===== config.mk =====
export PLATFORM = sky130hd
export DESIGN_NAME = intc_nested_flat
export DESIGN_NICKNAME = d
export VERILOG_FILES = /design/src/rtl/intc_nested_pkg.sv /design/src/rtl/intc_nested_if.sv /design/src/rtl/intc_nested_prio_enc.sv /design/src/rtl/intc_nested.sv /design/src/flat_wrapper.sv
export SDC_FILE = /design/constraint.sdc
export NUM_CORES = 1
export LEC_CHECK = 0
export CAP_MARGIN = 0
export CORE_MARGIN = 1.5
export CORE_UTILIZATION = 48
export CTS_CLUSTER_DIAMETER = 120
export DETAILED_ROUTE_END_ITERATION = 10
export PLACE_DENSITY_LB_ADDON = 0.1
export SYNTH_ARGS = -nofsm -noshare
export SYNTH_HDL_FRONTEND = slang
export SYNTH_SLANG_ARGS = --single-unit

===== constraint.sdc =====
create_clock -name clk -period 5.05 [get_ports clk]
set_input_delay 1.2625 -clock clk [delete_from_list [all_inputs] [get_ports clk]]
set_output_delay 1.2625 -clock clk [all_outputs]
set_load 0.05 [all_outputs]

===== src/rtl/intc_nested_pkg.sv =====
// Shared types and helpers for the nested interrupt controller.
// Holds the FSM state encoding, default vector map constants and the vector-address function.
// Imported by intc_nested and its sub-module.
package intc_pkg;

  typedef enum logic {
    IDLE   = 1'b0,
    ASSERT = 1'b1
  } intc_state_e;

  localparam int unsigned VEC_BASE_DEF   = 513;
  localparam int unsigned VEC_STRIDE_DEF = 20;

  // Full-width vector address; the caller truncates to its address width,
  // which gives the modulo-2^ADDR_W wrap.
  function automatic int unsigned vec_addr_calc(input int unsigned base,
                                                input int unsigned stride,
                                                input int unsigned id);
    return base + id * stride;
  endfunction

endpackage


===== src/rtl/intc_nested_if.sv =====
// Bus between peripheral/CPU side and the interrupt controller.
// master: drives int_e, mask_we, mask_d, int_ack, int_ret; reads status.
// slave : the controller; drives irq, vec_addr, irq_id, pending, in_service, depth, busy.
interface intc_nested_if #(
  parameter int N_CH   = 8,
  parameter int ADDR_W = 10
);
  localparam int IDX_W = $clog2(N_CH);
  localparam int DEP_W = $clog2(N_CH + 1);

  logic [N_CH-1:0]   int_e;
  logic              mask_we;
  logic [N_CH-1:0]   mask_d;
  logic              int_ack;
  logic              int_ret;
  logic              irq;
  logic [ADDR_W-1:0] vec_addr;
  logic [IDX_W-1:0]  irq_id;
  logic [N_CH-1:0]   pending;
  logic [N_CH-1:0]   in_service;
  logic [DEP_W-1:0]  depth;
  logic              busy;

  modport master (
    output int_e, mask_we, mask_d, int_ack, int_ret,
    input  irq, vec_addr, irq_id, pending, in_service, depth, busy
  );

  modport slave (
    input  int_e, mask_we, mask_d, int_ack, int_ret,
    output irq, vec_addr, irq_id, pending, in_service, depth, busy
  );
endinterface


===== src/rtl/intc_nested_prio_enc.sv =====
// Lowest-index-first priority encoder (bit 0 wins).
// Ports: i_req request vector; o_oh one-hot of winner; o_idx its index; o_vld any request.
// Purely combinational.
module intc_prio_enc #(
  parameter int N  = 8,
  parameter int IW = $clog2(N)
) (
  input  logic [N-1:0]  i_req,
  output logic [N-1:0]  o_oh,
  output logic [IW-1:0] o_idx,
  output logic          o_vld
);

  // Scan from the top down so the lowest set bit is the last assignment.
  always_comb begin
    o_idx = '0;
    for (int i = N - 1; i >= 0; i--) begin
      if (i_req[i]) o_idx = IW'(i);
    end
  end

  // Two's-complement trick isolates the lowest set bit.
  assign o_oh  = i_req & (~i_req + N'(1));
  assign o_vld = |i_req;

endmodule


===== src/rtl/intc_nested.sv =====
// Priority interrupt controller with nested service and per-channel masking (channel 0 highest).
// Ports: clk, reset (async, active-high), intc (slave modport: lines, mask, ack/ret in; irq, vector, status out).
// Macro INTC_NEST_EN enables nesting; undefined, a new irq waits until nothing is in service.
module intc_nested
  import intc_pkg::*;
#(
  parameter int          N_CH       = 8,
  parameter int          ADDR_W     = 10,
  parameter int unsigned VEC_BASE   = VEC_BASE_DEF,
  parameter int unsigned VEC_STRIDE = VEC_STRIDE_DEF
) (
  input  logic          clk,
  input  logic          reset,
  intc_nested_if.slave  intc
);

  localparam int IDX_W = $clog2(N_CH);
  localparam int DEP_W = $clog2(N_CH + 1);

`ifdef INTC_NEST_EN
  localparam bit NEST = 1'b1;
`else
  localparam bit NEST = 1'b0;
`endif

  logic [N_CH-1:0]   r_int_e_q;
  logic              r_armed;
  logic [N_CH-1:0]   r_pending;
  logic [N_CH-1:0]   r_enable;
  logic [N_CH-1:0]   r_in_service;
  logic [DEP_W-1:0]  r_depth;
  logic [ADDR_W-1:0] r_vec_addr;
  logic [IDX_W-1:0]  r_irq_id;
  intc_state_e       r_state;
  intc_state_e       w_state_nxt;

  logic [N_CH-1:0]   w_cand_oh, w_cur_oh;
  logic [IDX_W-1:0]  w_cand_idx, w_cur_idx;
  logic              w_cand_vld, w_cur_vld;
  logic              w_irq, w_ack, w_ret;
  logic [N_CH-1:0]   w_rise, w_ack_oh, w_ret_oh;
  logic [N_CH-1:0]   w_pending_nxt, w_in_service_nxt;
  logic [DEP_W-1:0]  w_depth_nxt;

  intc_prio_enc #(.N(N_CH)) u_cand (
    .i_req (r_pending & r_enable),
    .o_oh  (w_cand_oh),
    .o_idx (w_cand_idx),
    .o_vld (w_cand_vld)
  );

  intc_prio_enc #(.N(N_CH)) u_cur (
    .i_req (r_in_service),
    .o_oh  (w_cur_oh),
    .o_idx (w_cur_idx),
    .o_vld (w_cur_vld)
  );

  // irq comes straight from register state so it follows pending/mask/in_service
  // on the cycle they change; the FSM only tracks the request/ack phase.
  assign w_irq = w_cand_vld && (!w_cur_vld || (NEST && (w_cand_idx < w_cur_idx)));
  assign w_ack = intc.int_ack && w_irq;
  assign w_ret = intc.int_ret && w_cur_vld;

  // r_armed drops the first edge after reset so a line held high through
  // reset is not mistaken for a fresh request.
  assign w_rise   = intc.int_e & ~r_int_e_q & {N_CH{r_armed}};
  assign w_ack_oh = w_ack ? w_cand_oh : '0;
  assign w_ret_oh = w_ret ? w_cur_oh  : '0;

  // Rise wins over ack clear; ret clears from pre-edge in_service before ack sets.
  assign w_pending_nxt    = (r_pending & ~w_ack_oh) | w_rise;
  assign w_in_service_nxt = (r_in_service & ~w_ret_oh) | w_ack_oh;

  always_comb begin
    w_depth_nxt = '0;
    for (int i = 0; i < N_CH; i++) begin
      w_depth_nxt = w_depth_nxt + DEP_W'(w_in_service_nxt[i]);
    end
  end

  always_comb begin
    w_state_nxt = r_state;
    case (r_state)
      IDLE:    if (w_irq) w_state_nxt = ASSERT;
      ASSERT:  if (w_ack || !w_irq) w_state_nxt = IDLE;
      default: w_state_nxt = IDLE;
    endcase
  end

  always_ff @(posedge clk or posedge reset) begin
    if (reset) begin
      r_state      <= IDLE;
      r_int_e_q    <= '0;
      r_armed      <= 1'b0;
      r_pending    <= '0;
      r_enable     <= '1;
      r_in_service <= '0;
      r_depth      <= '0;
      r_vec_addr   <= '0;
      r_irq_id     <= '0;
    end else begin
      r_state      <= w_state_nxt;
      r_int_e_q    <= intc.int_e;
      r_armed      <= 1'b1;
      r_pending    <= w_pending_nxt;
      r_in_service <= w_in_service_nxt;
      r_depth      <= w_depth_nxt;
      if (intc.mask_we) r_enable <= intc.mask_d;
      if (w_ack) begin
        r_irq_id   <= w_cand_idx;
        r_vec_addr <= ADDR_W'(vec_addr_calc(VEC_BASE, VEC_STRIDE, 32'(w_cand_idx)));
      end
    end
  end

  assign intc.irq        = w_irq;
  assign intc.vec_addr   = r_vec_addr;
  assign intc.irq_id     = r_irq_id;
  assign intc.pending    = r_pending;
  assign intc.in_service = r_in_service;
  assign intc.depth      = r_depth;
  assign intc.busy       = |r_in_service;

endmodule


===== src/flat_wrapper.sv =====
// flat-port wrapper written by rule: the top's interface ports become plain ports
module intc_nested_flat import intc_pkg::*;
#(
  parameter int          N_CH       = 8,
  parameter int          ADDR_W     = 10,
  parameter int unsigned VEC_BASE   = VEC_BASE_DEF,
  parameter int unsigned VEC_STRIDE = VEC_STRIDE_DEF
)
  (clk, reset, intc_int_e, intc_mask_we, intc_mask_d, intc_int_ack, intc_int_ret, intc_irq, intc_vec_addr, intc_irq_id, intc_pending, intc_in_service, intc_depth, intc_busy);
  intc_nested_if #(.N_CH(N_CH), .ADDR_W(ADDR_W)) intc_i ();
  input  logic clk;
  input  logic reset;
  input wire logic [$bits(intc_i.int_e)-1:0] intc_int_e;
  input wire logic [$bits(intc_i.mask_we)-1:0] intc_mask_we;
  input wire logic [$bits(intc_i.mask_d)-1:0] intc_mask_d;
  input wire logic [$bits(intc_i.int_ack)-1:0] intc_int_ack;
  input wire logic [$bits(intc_i.int_ret)-1:0] intc_int_ret;
  output wire logic [$bits(intc_i.irq)-1:0] intc_irq;
  output wire logic [$bits(intc_i.vec_addr)-1:0] intc_vec_addr;
  output wire logic [$bits(intc_i.irq_id)-1:0] intc_irq_id;
  output wire logic [$bits(intc_i.pending)-1:0] intc_pending;
  output wire logic [$bits(intc_i.in_service)-1:0] intc_in_service;
  output wire logic [$bits(intc_i.depth)-1:0] intc_depth;
  output wire logic [$bits(intc_i.busy)-1:0] intc_busy;
  assign intc_i.int_e = intc_int_e;
  assign intc_i.mask_we = intc_mask_we;
  assign intc_i.mask_d = intc_mask_d;
  assign intc_i.int_ack = intc_int_ack;
  assign intc_i.int_ret = intc_int_ret;
  assign intc_irq = intc_i.irq;
  assign intc_vec_addr = intc_i.vec_addr;
  assign intc_irq_id = intc_i.irq_id;
  assign intc_pending = intc_i.pending;
  assign intc_in_service = intc_i.in_service;
  assign intc_depth = intc_i.depth;
  assign intc_busy = intc_i.busy;
  intc_nested #(.N_CH(N_CH), .ADDR_W(ADDR_W), .VEC_BASE(VEC_BASE), .VEC_STRIDE(VEC_STRIDE)) u_core (.clk(clk), .reset(reset), .intc(intc_i));
endmodule

# Word level (Yosys, flattened, before mapping)
# Cells that the tools add are included.
[totals] reg_bits=50 latchBits=0 ram_bits=0 romBits=0 inputBits=21 output_inout_bits=35 elab_cells=49 memories=0
[op_classes] add_sub_neg=10 multipliers=1 div_mod_pow=0 n_lt_le_gt_ge=0 eq_ne=0 shift=0 mux=10 bitwise_logic=14 reduce_logical=6
[op_table] op="AND 8 bit" count=7
[op_table] op="NOT 8 bit" count=5
[op_table] op="adder 4 x 1 -> 4 bit" count=6
[op_table] op="2-to-1 mux 3 bit" count=8
[op_table] op="adder 8 x 1 -> 8 bit, second input constant" count=2
[op_table] op="2-to-1 mux 8 bit" count=2
[op_table] op="bitwise OR 8 bit" count=2
[op_table] op="OR reduction 8 bit" count=2
[op_table] op="adder 10 x 8 -> 10 bit, first input constant" count=1
[op_table] op="multiplier 3 x 3 -> 6 bit, second input constant" count=1
[op_table] op="logical AND 1 bit" count=3
[op_table] op="adder 1 x 1 -> 2 bit" count=1
[op_table] op="zero test 1 bit" count=1

# Logic depth before layout (Yosys ltp)
[depth] ltp_word=14 depth_mapped=12 ltp_nobuf=10

# By module
# Synthesis repeated with hierarchy kept, for this count alone.
[hier_totals] hier_cells=197 area_unflattened_um2=2275.9
[modules_own_cells] mod="intc_nested" n_inst=1 cells_each=151 area_each_um2=1998.2 seq_area_each_um2=1136.1
[modules_own_cells] mod="intc_prio_enc" n_inst=2 cells_each=23 area_each_um2=138.9 seq_area_each_um2=0.0

# Least setup slack after synthesis
# Ideal clock, no wire load.
[synth_timing] path_type="input-to-reg" from="input intc_int_ack" to="register u_core.r_depth[2] (netlist: u_core.intc.depth[2])" setup_ns=0.123 arrival_time_ns=4.082 t_required_ns=4.927 slack_ns=0.845 stages=11 n_path_buf=2 cell_sequence="and3_1 -> buf_2 -> nand2b_4 -> buf_12 -> o22ai_1 -> ha_1 -> fa_1 -> fa_1 -> fa_1 -> fa_1 -> xor2_1"
[synth_via] elab_chain_len=10
[synth_lines] item="from (decl)" line_no="flat_wrapper.sv:16" text="input wire logic [$bits(intc_i.int_ack)-1:0] intc_int_ack;"
[synth_lines] item="logical AND 1 bit" line_no="intc_nested.sv:62" text="assign w_ack = intc.int_ack && w_irq;"
[synth_lines] item="2-to-1 mux 8 bit" line_no="intc_nested.sv:68" text="assign w_ack_oh = w_ack ? w_cand_oh : '0;"
[synth_lines] item="bitwise OR 8 bit" line_no="intc_nested.sv:73" text="assign w_in_service_nxt = (r_in_service & ~w_ret_oh) | w_ack_oh;"
[synth_lines] item="named net u_core.w_in_service_nxt[0]" line_no="intc_nested.sv:42" text="logic [N_CH-1:0] w_pending_nxt, w_in_service_nxt;"
[synth_lines] item="adder 1 x 1 -> 2 bit" line_no="intc_nested.sv:78" text="w_depth_nxt = w_depth_nxt + DEP_W'(w_in_service_nxt[i]);"
[synth_lines] item="adder 4 x 1 -> 4 bit (6 in series)" line_no="intc_nested.sv:78"
[synth_lines] item="named net u_core.w_depth_nxt[2]" line_no="intc_nested.sv:43" text="logic [DEP_W-1:0] w_depth_nxt;"
[synth_lines] item="to (signal assigned)" line_no="intc_nested.sv:108" text="r_depth <= w_depth_nxt;"
[synth_lines] item="to (decl)" line_no="intc_nested.sv:31" text="logic [DEP_W-1:0] r_depth;"
# The timed path passes the listed nets, and every way through them passes these cells.
# A chain may end at the register's enable or synchronous reset.

# Worst setup path after layout
# Ends and elaborated chain as after synthesis.

==> results.yml <==
run_status:
  status: "finished clean"
die:
  fp.dieH_um: 68.9
  num_rows: 23
  die_w_um: 68.9
  start_util_pct: 51.1
  fp.coreArea_um2: 4090
  pin_count: 56
  die_area_um2: 4750
timing:
  tightest_slew_ps: 616
  fin_tns_setup_ps: 0
  max_freq_ghz: 0.227
  hold_viol_final: 0
  fin_crit_sh_pct: 87.1
  period_needed_ps: 4400
  worst_slack_ps: 654
  drv_slew: 0
  rsz0062_at_grt: "no"
  skew_ps: 6.59
  setup_viol: 0
  holdWs_ps: 422
  slew-limit-headroom_pct: 59.0
clocking:
  numCtsBuffers: 5
  cts_root_buffer: "clkbuf_8"
  cts_tree: "yes"
  cts_setup_buffers: 0
  clkSinkCount: 45
  clk_latency_ps: 290
  postCtsHoldBufs: 0
  h-tree-depth: 2
  cts.path.max_buffers: 2
  ctsResizeCount: 0
  clk_pin_slew_ps: 80
global_routing:
  grtUsageMet2_pct: 35.0
  use_met1_pct: 27.8
  overflow: 0
  grt_pass1_vias: 1572
  track_usage_pct: 21.8
  antenna_found_initial: 0
  gr-usage-met3_pct: 5.36
  grt_pass1_wl_um: 7380
  grt-busiest-layer: "met2"
  grt_start_max_net_pins: 46
critical_path:
  crit_fanout: 9
  cp.required_ps: 5230
  crit_start: "intc_int_ack"
  cp-end-kind: "register"
  worstSetupPathType: "in -> reg"
  critPathLaunchType: "primary input"
  worstPathArrival_ps: 4580
  r2r-start: "u_core.intc.pending[2]$_DFF_PP0_"
  rr_worst_depth: 10
drt:
  avgViaCountPerCell: 5.52
  ant_nets: 0
  drt-initial-drc-count: 112
  first_pass_iters: 5
  routed_wl_um: 4270
  vias: 1523
  drc: 0
  wl_per_cell_um: 15.5
hold_path:
  min_from: "u_core.r_int_e_q[6]$_DFF_PP0_"
  hold_path.class: "reg -> reg"
  hold_depth: 1
layout:
  fin_util_pct: 66.5
  layout.nets: 256
  n_fill_cell: 316
  instances_no_fill: 276
  final_area_um2: 2720
  antennaDiodeCount: 0
  drive_gt1_share_pct: 15.0
  syn2layout_area_growth_pct: 30.3
  register_area_um2: 1140
  multi_input_area_um2: 858
placement:
  dpl_cell_area_um2: 2640
  place_ws_ps: 347
  numPortBuffers: 53
  hpwl_um: 3260
  dp_cells: 268
  place_congestion: 0.845
logic_synthesis:
  synth-seq-cells: 45
  yosys.area.top_type: "dfrtp_1"
  synth.area.top_cells: "dfrtp_1 (44%), dfstp_2 (10%), mux2_4 (4.3%)"
  avgSynthCellArea_um2: 12.3
  synth_top_area_share_pct: 44.4
  synth_edf_count: 0
  synthCells: 170
  async_flop_share_pct: 100
  yosysSeqAreaShare_pct: 54.4
  ys.flop_type: "dfrtp_1"
  synth.distinct_cells: 43
  yosys_warnings: 0
  syn-cell-area_um2: 2090
flow_run:
  cap_violations: 0
power:
  peakVddDrop_uv: 254
  p_per_area_nw_per_um2: 640
  totalPowerFinal_mw: 1.74
  leakage_nw: 1.22
==> cell type report <==
cell class / count / share of cell area [%]
Sequential cell: 45 / 41.8
Multi-Input combinational cell: 110 / 31.6
Tap cell: 50 / 2.30
Timing Repair Buffer: 56 / 20.3
Inverter: 7 / 0.966
Clock buffer: 6 / 2.67
Clock inverter: 2 / 0.368
==> sequential cells by signal (all words and copies together), names as in the netlist <==
register,flops
u_core.intc.pending,8
u_core.r_enable,8
u_core.intc.in_service,8
u_core.intc.depth,4
u_core.r_int_e_q,8
u_core.intc.vec_addr,5
u_core.r_armed,1
u_core.intc.irq_id,3
==> layout by cell type (no fill, tap or decap), types with 4 or more instances in the layout <==
cell	instances
fa_1	4
dfrtp_1	37
ha_1	6
inv_1	7
a32o_1	4
mux2_4	6
clkbuf_8	5
nand4_1	4
o21ai_0	4
dfstp_2	8
nand3_1	5
clkdlybuf4s50_1	53
mux2_2	7
o31ai_1	6
nand2_1	22
o21ai_1	7
nand3b_1	4
==> worst max-delay path, stage by stage <==
cell and delay, ps:
clkdlybuf4s50_1 480, and3_1 220, nand2b_4 140, o22ai_1 200
ha_1 280, fa_1 530, fa_1 450, fa_1 440
fa_1 390, xor2_1 170
==> path summary, 6_finish.rpt <==
kind | endpoint | slack [ps]
max reg2reg | u_core.intc.depth[2]$_DFF_PP0_ | 850
min | u_core.intc.pending[6]$_DFF_PP0_ | 420
min in group asynchronous | u_core.intc.depth[0]$_DFF_PP0_ | 1420
min reg2reg | u_core.intc.pending[6]$_DFF_PP0_ | 420
max in group asynchronous | u_core.r_enable[5]$_DFFE_PP1P_ | 3250
max | u_core.intc.depth[2]$_DFF_PP0_ | 650
==> cell usage after synthesis (all sizes together), types with 2 or more instances <==
master / instances
conb: 2
nand2: 22
inv: 7
mux2: 13
nand3: 5
o21ai: 11
nand4: 4
and2: 2
dfrtp: 37
clkbuf: 2
nor4: 2
ha: 6
nand3b: 4
dfstp: 8
o31ai: 6
fa: 4
nand2b: 2
a21oi: 3
a22o: 2
buf: 7
a32o: 4
==> power breakdown <==
part	internal, mW	total [mW]	leakage [nW]	switching (mW)
clock network	0.0959	0.211	0.0450	0.116
logic	0.373	1.00	0.644	0.629
registers	0.451	0.526	0.531	0.0754
total	0.920	1.74	1.22	0.820
==> layer usage <==
metal	share of wire, %	vias to the layer above
met2	49	66
met4	1.8	0
met5	0	-
met1	43	733
met3	6.0	6
li1	-	718
==> cell families (layout without fill, tap and decap cells) <==
group / after synthesis / in the layout / share of synthesized area [%]
adders and majority gates: 10 / 10 / 7.43
other: 2 / 3 / 0.360
xor gates and xnor gates: 1 / 1 / 0.420
and+or+nand+nor: 49 / 49 / 12.9
AOI/OAI and AO/OA: 34 / 34 / 11.8
muxes: 13 / 13 / 8.09
DFF: 45 / 45 / 54.4
buffers and inverters: 16 / 71 / 4.62
Note: power is estimated with default switching activity, not from simulation.
